==> config.mk <==
export PLATFORM = sky130hd
export DESIGN_NAME = armleocpu_decode_queue
export DESIGN_NICKNAME = d
export VERILOG_FILES = /design/src/rtl/armleocpu_decode_queue.sv
export SDC_FILE = /design/constraint.sdc
export NUM_CORES = 1
export LEC_CHECK = 0
export ABC_CLOCK_PERIOD_IN_PS = 6400
export CELL_PAD_IN_SITES_DETAIL_PLACEMENT = 2
export CELL_PAD_IN_SITES_GLOBAL_PLACEMENT = 2
export CORE_AREA = 2 2 185 187
export DETAILED_ROUTE_END_ITERATION = 10
export DIE_AREA = 0 0 187 189
export PLACE_DENSITY = 0.9
export SYNTH_ARGS = -nofsm -noshare
export SYNTH_HDL_FRONTEND = slang
export SYNTH_SLANG_ARGS = --single-unit
export TNS_END_PERCENT = 50
==> constraint.sdc <==
create_clock -name clk -period 6.4 [get_ports clk]
set_input_delay 1.92 -clock clk [delete_from_list [all_inputs] [get_ports clk]]
set_output_delay 1.92 -clock clk [all_outputs]
set_load 0.005 [all_outputs]
==> src/rtl/armleocpu_decode_queue.sv <==
// armleocpu_decode_queue: decode stage between fetch and execute.
// Buffers up to DEPTH fetched instructions and issues them from the FIFO head.
// The issue strobes the register-file reads. Issue stalls for one cycle on a
// read-after-write match with the instruction retiring in execute.
// Execute flush/branch commands are forwarded to fetch, and all buffered work is dropped.
// Optional feature macro: ARMLEOCPU_DECODE_RS_USAGE_EN.
//   - Defined: rs1/rs2 usage is decoded from the opcode.
//   - Undefined: every instruction is treated as reading both source registers.

`ifndef ARMLEOCPU_E2D_CMD_WIDTH
`define ARMLEOCPU_E2D_CMD_WIDTH 2
`endif
`ifndef ARMLEOCPU_E2D_CMD_NONE
`define ARMLEOCPU_E2D_CMD_NONE 2'd0
`endif
`ifndef ARMLEOCPU_E2D_CMD_FLUSH
`define ARMLEOCPU_E2D_CMD_FLUSH 2'd1
`endif
`ifndef ARMLEOCPU_E2D_CMD_START_BRANCH
`define ARMLEOCPU_E2D_CMD_START_BRANCH 2'd2
`endif
`ifndef ARMLEOCPU_D2F_CMD_WIDTH
`define ARMLEOCPU_D2F_CMD_WIDTH 2
`endif
`ifndef ARMLEOCPU_D2F_CMD_NONE
`define ARMLEOCPU_D2F_CMD_NONE 2'd0
`endif
`ifndef ARMLEOCPU_D2F_CMD_FLUSH
`define ARMLEOCPU_D2F_CMD_FLUSH 2'd1
`endif
`ifndef ARMLEOCPU_D2F_CMD_START_BRANCH
`define ARMLEOCPU_D2F_CMD_START_BRANCH 2'd2
`endif

module armleocpu_decode_queue #(
    parameter int DEPTH = 4,
    parameter int CW    = $clog2(DEPTH + 1)
) (
    input  logic                                clk,
    input  logic                                rst_n,

    output logic                                dbg_pipeline_busy,
    output logic [CW-1:0]                       dbg_queue_count,

    output logic                                rs1_read,
    output logic [4:0]                          rs1_raddr,
    output logic                                rs2_read,
    output logic [4:0]                          rs2_raddr,

    output logic                                d2e_valid,
    output logic [31:0]                         d2e_instr,
    output logic [31:0]                         d2e_pc,
    output logic [3:0]                          d2e_resp,

    input  logic                                e2d_ready,
    input  logic [`ARMLEOCPU_E2D_CMD_WIDTH-1:0] e2d_cmd,
    input  logic [31:0]                         e2d_branchtarget,
    input  logic                                e2d_rd_write,
    input  logic [4:0]                          e2d_rd_waddr,

    input  logic                                f2d_valid,
    input  logic [31:0]                         f2d_instr,
    input  logic [31:0]                         f2d_pc,
    input  logic [3:0]                          f2d_resp,
    output logic                                d2f_ready,
    output logic [`ARMLEOCPU_D2F_CMD_WIDTH-1:0] d2f_cmd,
    output logic [31:0]                         d2f_branchtarget
);

    localparam int PW    = (DEPTH > 1) ? $clog2(DEPTH) : 1;
    localparam int D2F_W = `ARMLEOCPU_D2F_CMD_WIDTH;

    logic [31:0]    instr_mem [DEPTH];
    logic [31:0]    pc_mem    [DEPTH];
    logic [3:0]     resp_mem  [DEPTH];

    logic [PW-1:0]  wr_ptr_reg;
    logic [PW-1:0]  rd_ptr_reg;
    logic [CW-1:0]  count_reg;
    logic           d2e_valid_reg;
    logic [31:0]    d2e_instr_reg;
    logic [31:0]    d2e_pc_reg;
    logic [3:0]     d2e_resp_reg;

    logic           empty;
    logic           full;
    logic           cmd_active;
    logic           push;
    logic           issue;
    logic           hazard;
    logic [31:0]    head_instr;
    logic           rs1_used;
    logic           rs2_used;

    assign empty      = (count_reg == '0);
    assign full       = (count_reg == CW'(DEPTH));
    // Reset masks the command path so fetch sees NONE while rst_n is low.
    assign cmd_active = rst_n && e2d_ready && (e2d_cmd != `ARMLEOCPU_E2D_CMD_NONE);
    assign d2f_ready  = rst_n && (cmd_active || !full);
    assign push       = f2d_valid && d2f_ready && !cmd_active;

    // The head reads as zero when empty, so register addresses idle at x0.
    assign head_instr = empty ? 32'd0 : instr_mem[rd_ptr_reg];
    assign rs1_raddr  = head_instr[19:15];
    assign rs2_raddr  = head_instr[24:20];

    // Source-register usage of the head instruction.
    always_comb begin
        rs1_used = 1'b1;
        rs2_used = 1'b1;
`ifdef ARMLEOCPU_DECODE_RS_USAGE_EN
        // LUI, AUIPC and JAL have no rs1. Only OP, STORE, BRANCH and AMO read rs2.
        rs1_used = !(head_instr[6:0] inside {7'b0110111, 7'b0010111, 7'b1101111});
        rs2_used =   head_instr[6:0] inside {7'b0110011, 7'b0100011, 7'b1100011, 7'b0101111};
`endif
    end

    // The register file commits the retiring write on this edge, so a matching read stalls one cycle.
    assign hazard = e2d_ready && e2d_rd_write && (e2d_rd_waddr != 5'd0) &&
                    (((e2d_rd_waddr == rs1_raddr) && rs1_used) ||
                     ((e2d_rd_waddr == rs2_raddr) && rs2_used));

    assign issue = rst_n && !empty && (!d2e_valid_reg || e2d_ready) && !hazard && !cmd_active;

    assign rs1_read = issue && rs1_used;
    assign rs2_read = issue && rs2_used;

    assign d2f_cmd          = cmd_active ? D2F_W'(e2d_cmd) : `ARMLEOCPU_D2F_CMD_NONE;
    assign d2f_branchtarget = e2d_branchtarget;

    assign d2e_valid         = d2e_valid_reg;
    assign d2e_instr         = d2e_instr_reg;
    assign d2e_pc            = d2e_pc_reg;
    assign d2e_resp          = d2e_resp_reg;
    assign dbg_queue_count   = count_reg;
    assign dbg_pipeline_busy = !empty || d2e_valid_reg;

    // FIFO storage write. There is no reset because occupancy is tracked by count.
    always_ff @(posedge clk) begin
        if (push) begin
            instr_mem[wr_ptr_reg] <= f2d_instr;
            pc_mem[wr_ptr_reg]    <= f2d_pc;
            resp_mem[wr_ptr_reg]  <= f2d_resp;
        end
    end

    // Pointers, occupancy and the d2e issue slot.
    always_ff @(posedge clk) begin
        if (!rst_n) begin
            wr_ptr_reg    <= '0;
            rd_ptr_reg    <= '0;
            count_reg     <= '0;
            d2e_valid_reg <= 1'b0;
            d2e_instr_reg <= 32'd0;
            d2e_pc_reg    <= 32'd0;
            d2e_resp_reg  <= 4'd0;
        end else if (cmd_active) begin
            // A flush or branch discards everything buffered, including the offered beat.
            wr_ptr_reg    <= '0;
            rd_ptr_reg    <= '0;
            count_reg     <= '0;
            d2e_valid_reg <= 1'b0;
        end else begin
            if (push) begin
                wr_ptr_reg <= wr_ptr_reg + PW'(1);
            end
            if (issue) begin
                rd_ptr_reg    <= rd_ptr_reg + PW'(1);
                d2e_valid_reg <= 1'b1;
                d2e_instr_reg <= instr_mem[rd_ptr_reg];
                d2e_pc_reg    <= pc_mem[rd_ptr_reg];
                d2e_resp_reg  <= resp_mem[rd_ptr_reg];
            end else if (e2d_ready) begin
                d2e_valid_reg <= 1'b0;
            end
            if (push && !issue) begin
                count_reg <= count_reg + CW'(1);
            end else if (issue && !push) begin
                count_reg <= count_reg - CW'(1);
            end
        end
    end

endmodule

==> results.txt, run 1 <==
- Status: complete, no violations
- Sum of net half-perimeters after detailed placement: 21.0 mm
- Critical path arrival: 4.38 ns
- IR drop worst, VDD: 0.214 mV
- Area of the placeable core: 33300 µm²
- Diodes inserted: 0
- The critical path is of the input port to output pin type.
- Dividing the final minimum period by the clock period gives 0.984.
- Once the clock tree was built, the setup fixing pass inserted 0 buffers.
- Setup violations remaining at the end of the flow were counted as 0.
- The cell sitting at the root of the clock tree is a sky130_fd_sc_hd__clkbuf_16.
- In the final routed layout, each cell accounts on average for 23.6 µm.
- The congestion estimate from routability-driven global placement came to 0.737.
* Ys async rst share: 0
- The synthesized design contains 350 register bits.
- Share of cells above drive strength 1: 0.119
* Endpoint required time on the critical path: 4.48 ns
- After layout, the minimum clock period comes to 6.30 ns.
- The initial antenna violation count came to 0.
- Reported max-cap violation count: 0
- Crit-path max FO: 6
- After detailed routing, the number of vias per cell comes to 5.11.
- Number of synthesized flops with an enable pin: 272
- Switching Power: 1.12 mW
- The largest single stage delay on the critical path is 0.55 ns.
- Sequential fraction of the synthesis area: 0.701
- Clock-pin slew was measured on the worst setup and hold paths at 0.06 ns.
- Post-detailed-route DRC marker count: 0
- Synthesis produced a netlist whose cell count is 787.
* Post-synth top area share: 0.588
- After the last flow step, the layout net total stands at 1059.
- STA classifies the critical path startpoint as an input port.
* Regs by FF count: instr_mem x128, pc_mem x128
- Row Count: 67
* CTS H-Tree Depth: 2
* Vertical die dimension: 189 µm
- Number of antenna-violating nets in the routed design: 0
- Die width: 187 µm
* Number of fillers in the final layout: 2993
- The first global-routing pass estimated 51.3 mm of wire.
* Bufs on Longest Clock Path: 3
* CTS tree: yes
* Combinational group share of total power: 0.085
* Detailed Routing Iterations Pass 1: 4
- Max-slew violations: 0
- Summed instance area of the synthesized netlist: 13900 µm²
- Number of input and output port buffers inserted: 167
- The clock arrives with 0.0145 ns of skew.
- Entering global routing, the biggest net connects 69 pins.
* Detailed router's first-iteration violation count: 350
- The largest individual stage delay along the critical path comes from the cell sky130_fd_sc_hd__or4_4.
- Combined global-route utilization of all metal layers: 0.192
* Largest delay share family, worst path: buffers and inverters
* Total die area: 35300 µm²
* Yosys Warn Count: 0
* Number of global-route vias before repair: 8390
- Max Freq: 159 MHz
* Total number of vias: 7251
- Ordered list of cells on the worst path: clkdlybuf4s50_1 -> and2b_2 -> a22oi_1 -> or4_1 -> a311oi_2 -> or4_4 -> inv_1 -> clkdlybuf4s50_1
- Slew headroom: 0.334
- For the pin with the worst max-slew slack, the measured transition is 0.999 ns.
* Total wire length after detailed routing: 33.5 mm
- After detailed placement, the design holds a cell count of 1349.
- Pin placement for this block handled 232 I/O pins.
* RSZ-0062 raised after global routing: false
* Avg Inst Size Synth: 17.6 µm²
- Power density over the cells: 306 nW/µm²
- Counting every sink on the clock net gives 350.
* Syn Nets: 905
- Grt ovf: 0
- Buffers inserted during clock tree synthesis total 38.
- The share of total power dissipated in the clock network is 0.421.
- Cell internal power was estimated by the tool at 4.05 mW.
- Initial core utilization: 0.417
- In this run, post-CTS repair resized a total of 0 instances.
- Hold repair after CTS inserted 0 buffers.
- Adding up every negative setup slack in the final design gives 0 ns.
- For this run, the number of standard cells in the final layout without fillers is 1419.
* Dominant cell type by count on the critical path: sky130_fd_sc_hd__clkdlybuf4s50_1
- For this run, the leading register cell type out of synthesis is sky130_fd_sc_hd__edfxtp_1.
- Sequential share of power: 0.494
- Area overhead of the layout relative to synthesis: 21.8%
- For this design the static power due to leakage is 6.20 nW.
* Cell type contributing the most total cell area after synthesis: sky130_fd_sc_hd__edfxtp_1
* Path class of the lowest-slack min-delay path: flip-flop to flip-flop
* Number of buffer and inverter stages on the critical path: 3
- Final design utilization: 0.508
* Capturing element type of the critical path: output pin
- Net switching share of the total power: 0.217
- Ranked by total cell area, the synthesized netlist is headed by sky130_fd_sc_hd__edfxtp_1 59%, sky130_fd_sc_hd__dfxtp_1 11%, sky130_fd_sc_hd__mux4_1 8.0%.
- After synthesis, the netlist uses 45 different library cells.
- Clock network latency to the later pin of the worst-skew pair: 0.53 ns
- The final count of hold timing violations came to 0.
-- power groups by stage --
stage	sequential, mW	combinational (mW)	clock [mW]
2_1_floorplan	2.59	0.245	0
3_3_place_gp	2.60	0.422	0
3_5_place_dp	2.60	0.447	0
4_1_cts	2.56	0.451	2.24
5_1_grt	2.56	0.479	2.32
6_report	2.56	0.442	2.18
-- layout by cell type, fill, tap and decap left out, types with 5 or more instances in the layout --
master	netlist	final
sky130_fd_sc_hd__edfxtp_1	272	272
sky130_fd_sc_hd__mux2i_1	75	75
sky130_fd_sc_hd__mux4_2	26	26
sky130_fd_sc_hd__nand2_1	75	75
sky130_fd_sc_hd__inv_1	70	70
sky130_fd_sc_hd__buf_4	35	14
sky130_fd_sc_hd__clkbuf_16	0	39
sky130_fd_sc_hd__clkbuf_1	7	12
sky130_fd_sc_hd__nand3_1	5	5
sky130_fd_sc_hd__clkinv_2	0	5
sky130_fd_sc_hd__clkdlybuf4s50_1	0	166
sky130_fd_sc_hd__mux4_1	42	42
sky130_fd_sc_hd__nor2_1	17	17
sky130_fd_sc_hd__ha_1	5	5
sky130_fd_sc_hd__dfxtp_1	78	74
sky130_fd_sc_hd__xnor2_1	8	8
-- path summary, 6_finish.rpt --
kind | end | slack (ns) | cells past startpoint | startpoint
max | rs2_read | 0.10 | 8 | e2d_rd_waddr[4]
min | d2e_pc[26] | 0.46 | 2 | d2e_pc[26]
max reg2reg | dbg_queue_count[2] | 1.82 | 12 | flip-flop
min reg2reg | d2e_pc[26] | 0.46 | 2 | d2e_pc[26]
-- area by class of cell --
type / count / area (µm²) / share of cell area
sequential: 350 / 9730 / 0.576
multi-input combinational: 298 / 3300 / 0.195
timing repair buffer: 182 / 1810 / 0.107
clock buffer: 55 / 1080 / 0.0636
tap: 448 / 561 / 0.0332
inverter: 71 / 267 / 0.0158
clock inverter: 15 / 166 / 0.00984
-- cells by family (layout without fill, tap and decap cells) --
logic type	count (synthesis)	after routing	synth area share
DFF	350	350	0.701
muxes	144	144	0.177
buffers and inverters	139	323	0.0629
and+or+nand+nor	124	124	0.0398
AOI/OAI and AO/OA	14	14	0.00748
xor gates and xnor gates	10	10	0.00631
adders and majority gates	6	6	0.00595
-- synth_stat cells (2+ instances only) --
| cell type | count |
|---|---|
| sky130_fd_sc_hd__edfxtp_1 | 272 |
| sky130_fd_sc_hd__dfxtp_1 | 78 |
| sky130_fd_sc_hd__mux2i_1 | 75 |
| sky130_fd_sc_hd__nand2_1 | 75 |
| sky130_fd_sc_hd__inv_1 | 70 |
| sky130_fd_sc_hd__mux4_1 | 42 |
| sky130_fd_sc_hd__buf_4 | 35 |
| sky130_fd_sc_hd__mux4_2 | 26 |
| sky130_fd_sc_hd__nor2_1 | 17 |
| sky130_fd_sc_hd__xnor2_1 | 8 |
| sky130_fd_sc_hd__buf_12 | 7 |
| sky130_fd_sc_hd__clkbuf_1 | 7 |
| sky130_fd_sc_hd__and2_1 | 5 |
| sky130_fd_sc_hd__buf_1 | 5 |
| sky130_fd_sc_hd__clkbuf_8 | 5 |
| sky130_fd_sc_hd__ha_1 | 5 |
| sky130_fd_sc_hd__nand3_1 | 5 |
| sky130_fd_sc_hd__a21oi_1 | 4 |
| sky130_fd_sc_hd__buf_6 | 4 |
| sky130_fd_sc_hd__dlygate4sd3_1 | 4 |
| sky130_fd_sc_hd__nor2b_1 | 4 |
| sky130_fd_sc_hd__o21ai_0 | 3 |
| sky130_fd_sc_hd__a22oi_1 | 2 |
| sky130_fd_sc_hd__and2_2 | 2 |
| sky130_fd_sc_hd__and3_1 | 2 |
| sky130_fd_sc_hd__nand4_1 | 2 |
| sky130_fd_sc_hd__nor3_1 | 2 |
| sky130_fd_sc_hd__nor4b_1 | 2 |
| sky130_fd_sc_hd__or4_1 | 2 |
| sky130_fd_sc_hd__xor2_1 | 2 |
-- metal layers --
metal / up-vias / part of all wire / global-route usage
li1: 3232 / - / -
met1: 3798 / 0.40 / 0.225
met2: 175 / 0.54 / 0.363
met3: 46 / 0.035 / 0.0293
met4: 0 / 0.020 / 0.0543
met5: - / 0 / 0
-- metrics by stage --
step                area, µm²  setup slack, ns  hold slack [ns]  total power [mW]
floorplan               13900            0.908            0.454              2.84
global placement        15700            0.229            0.446              3.02
detailed placement      15700            0.170            0.459              3.05
CTS                     16900           0.0995            0.467              5.25
global route            16900           0.0202            0.491              5.36
finish                  16900            0.104            0.461              5.18
-- worst min-delay path, stage by stage, from the launching register on --
cell	delay, ns
sky130_fd_sc_hd__dfxtp_1	0.31
sky130_fd_sc_hd__nand2_1	0.05
sky130_fd_sc_hd__mux2i_1	0.05
(Power assumes the default switching activity.)
==> run 2: changes to the inputs <==
==> config.mk (replaced) <==
export PLATFORM = sky130hd
export DESIGN_NAME = armleocpu_decode_queue
export DESIGN_NICKNAME = d
export VERILOG_FILES = /design/src/rtl/armleocpu_decode_queue.sv
export SDC_FILE = /design/constraint.sdc
export NUM_CORES = 1
export LEC_CHECK = 0
export ABC_CLOCK_PERIOD_IN_PS = 6440
export CELL_PAD_IN_SITES_DETAIL_PLACEMENT = 2
export CELL_PAD_IN_SITES_GLOBAL_PLACEMENT = 2
export CORE_AREA = 2 2 192 194
export DETAILED_ROUTE_END_ITERATION = 10
export DIE_AREA = 0 0 194 196
export PLACE_DENSITY = 0.84
export SYNTH_ARGS = -nofsm -noshare
export SYNTH_HDL_FRONTEND = slang
export SYNTH_SLANG_ARGS = --single-unit
export TNS_END_PERCENT = 50
==> constraint.sdc (replaced) <==
create_clock -name clk -period 6.44 [get_ports clk]
set_input_delay 1.932 -clock clk [delete_from_list [all_inputs] [get_ports clk]]
set_output_delay 1.932 -clock clk [all_outputs]
set_load 0.005 [all_outputs]
==> results.txt, run 2 (synthesis results as in run 1) <==
* Number of antenna violations at the first check in global routing: 2
* Final GP Congestion: 0.726
- Setup repair after global routing left no endpoint under its margin.
* Clock tree root driver cell: sky130_fd_sc_hd__clkbuf_16
- Detailed Routing Iterations Pass 1: 4
* Leakage: 6.23 nW
* Max-slew violations: 0
* Final Hold Viols: 0
* Area overhead of the layout relative to synthesis: 22.6%
- Worst Tran Pin Value: 0.912 ns
- Detailed router's first-iteration violation count: 262
* Final setup margin: 0.235 ns
* Grt ovf: 0
* Largest clock skew in the final design: 0.0159 ns
- Crit-path max FO: 5
- Status: complete, no violations
- Summed over all failing endpoints, the final setup total negative slack is 0 ns.
* Row Count: 70
* Number of buffer and inverter stages on the critical path: 3
- The H-tree was split into 2 levels.
* Sum of net half-perimeters after detailed placement: 20.5 mm
* Dpl cells: 1369
- Combined global-route utilization of all metal layers: 0.175
* Capturing element type of the critical path: output pin
* Average vias per placed instance: 4.95
- Highest-count cells in the layout ignoring fill and taps: 272 x sky130_fd_sc_hd__edfxtp_1, 166 x sky130_fd_sc_hd__clkdlybuf4s50_1, 75 x sky130_fd_sc_hd__mux2i_1, 75 x sky130_fd_sc_hd__nand2_1, 74 x sky130_fd_sc_hd__dfxtp_1
- The first global-routing pass estimated 50.0 mm of wire.
- Area of the placeable core: 36100 µm²
- Post-CTS repair changed the size of 0 cells.
- The later pin in the worst-skew pair is clocked with a latency of 0.55 ns.
* IR drop worst, VDD: 0.220 mV
* Number of global-route vias before repair: 8261
* Total chip power: 5.23 mW
- Count of boundary I/O pins: 232
- Worst hold slack: 0.464 ns
* Critical path arrival: 4.27 ns
- On the worst path, the slowest cell contributes a delay of 0.49 ns.
- Kind of start point of the critical path: input port
- Hold repair after CTS inserted 0 buffers.
- Excluding fillers, the count of instances in the completed layout stands at 1445.
- Static timing analysis puts the maximum clock frequency at 161 MHz.
- The die is 194 µm wide.
- Largest delay share family, worst path: buffers and inverters
- The clock period could shrink to 6.21 ns.
- In the routed design, unresolved DRC markers number 0.
* Post-route cell area: 17000 µm²
* Routed length per instance: 22.7 µm
- TritonCTS built the clock tree.
- The floorplan step defined a die boundary enclosing 38000 µm².
- Placement Cell Area: 15700 µm²
- Power density over the cells: 307 nW/µm²
- After clock tree synthesis, the clock-pin slew on the worst setup and hold paths is 0.06 ns.
* Postcts setup bufs: 0
- Clock tree synthesis found a total of 350 sinks.
* Pre-CTS setup slack: 0.211 ns
- Final worst path period share: 0.964
* Number of failing setup endpoints in the final timing report: 0
- Regs by FF count: instr_mem x128, pc_mem x128
- Initial core utilization: 0.385
- Counting along the longest clock path gives a buffer depth of 3.
- Critical path class: input port to output pin
* Number of input and output port buffers inserted: 167
* Most common library cell in the layout ignoring fill and taps: sky130_fd_sc_hd__edfxtp_1
* Vertical die dimension: 196 µm
- Once detail routing completed, the nets flagged for antenna violations numbered 0.
* Final design utilization: 0.471
* Total number of vias: 7156
- The signal on the critical path passes through clkdlybuf4s50_1 -> and2b_2 -> a22oi_1 -> or4_1 -> a311oi_2 -> or4_4 -> inv_1 -> clkdlybuf4s50_1.
- Counting the fill cells in the layout gives 3332.
- Maximum number of pins on one net before global-route repair: 67
- Cell type of the slowest stage on the worst timing path: sky130_fd_sc_hd__clkdlybuf4s50_1
- Slew headroom: 0.392
- For the worst setup path, the data required time is 4.51 ns.
* Path class of the lowest-slack min-delay path: flip-flop to flip-flop
* Nets: 1061
- Clock tree synthesis inserted a total of 40 buffers.
- In this design, the critical path's most frequently occurring cell is sky130_fd_sc_hd__clkdlybuf4s50_1.
- The tool flagged a number of max-cap violations equal to 0.
- In the final layout, the share of cells above drive strength 1 is 0.123.
* Total wire length after detailed routing: 32.8 mm
## run 2: cell count changes in the layout (fill, tap and decap cells not counted)
cell                         delta
sky130_fd_sc_hd__diode_2        +2
sky130_fd_sc_hd__inv_16         -1
sky130_fd_sc_hd__clkinv_2       -1
sky130_fd_sc_hd__buf_4          -1
sky130_fd_sc_hd__inv_6          +2
sky130_fd_sc_hd__buf_12         +1
sky130_fd_sc_hd__clkbuf_1       -2
sky130_fd_sc_hd__clkinv_1       +2
sky130_fd_sc_hd__clkinvlp_4     +1
sky130_fd_sc_hd__clkbuf_8       +1
sky130_fd_sc_hd__clkbuf_16      +2
## run 2: power breakdown
group / internal, mW / switching (mW)
Sequential: 2.50 / 0.0402
Clock: 1.35 / 0.898
Combinational: 0.237 / 0.197
## run 2: cell type report
cell class	instances	area (µm²)	share of cell area
antenna	2	5.00	0.000294
clock buffer	56	1130	0.0666
clock inverter	18	174	0.0102
inverter	71	267	0.0157
multi-input combinational	298	3300	0.194
sequential	350	9730	0.572
tap	468	586	0.0344
timing repair buffer	182	1820	0.107
## run 2: layer usage
metal / share of wire / GRT usage
met1: 0.42 / 0.214
met2: 0.51 / 0.312
met3: 0.042 / 0.0335
met4: 0.021 / 0.0564
met5: 0 / 0
## run 2: path summary, 6_finish.rpt
kind                        start                 end  slack (ns)  cells past startpoint
setup / recovery  e2d_rd_waddr[4]            rs1_read        0.23                      8
hold / removal       d2e_instr[1]        d2e_instr[1]        0.46                      2
setup reg to reg        flip-flop  dbg_queue_count[2]        2.10                     12
hold reg to reg      d2e_instr[1]        d2e_instr[1]        0.46                      2
## run 2: tightest hold or removal path, delay by kind of cell, from the launching register on
family	cells	cell delay, ns
AND/OR/NAND/NOR	1	0.05
flip-flops	1	0.31
multiplexers	1	0.06
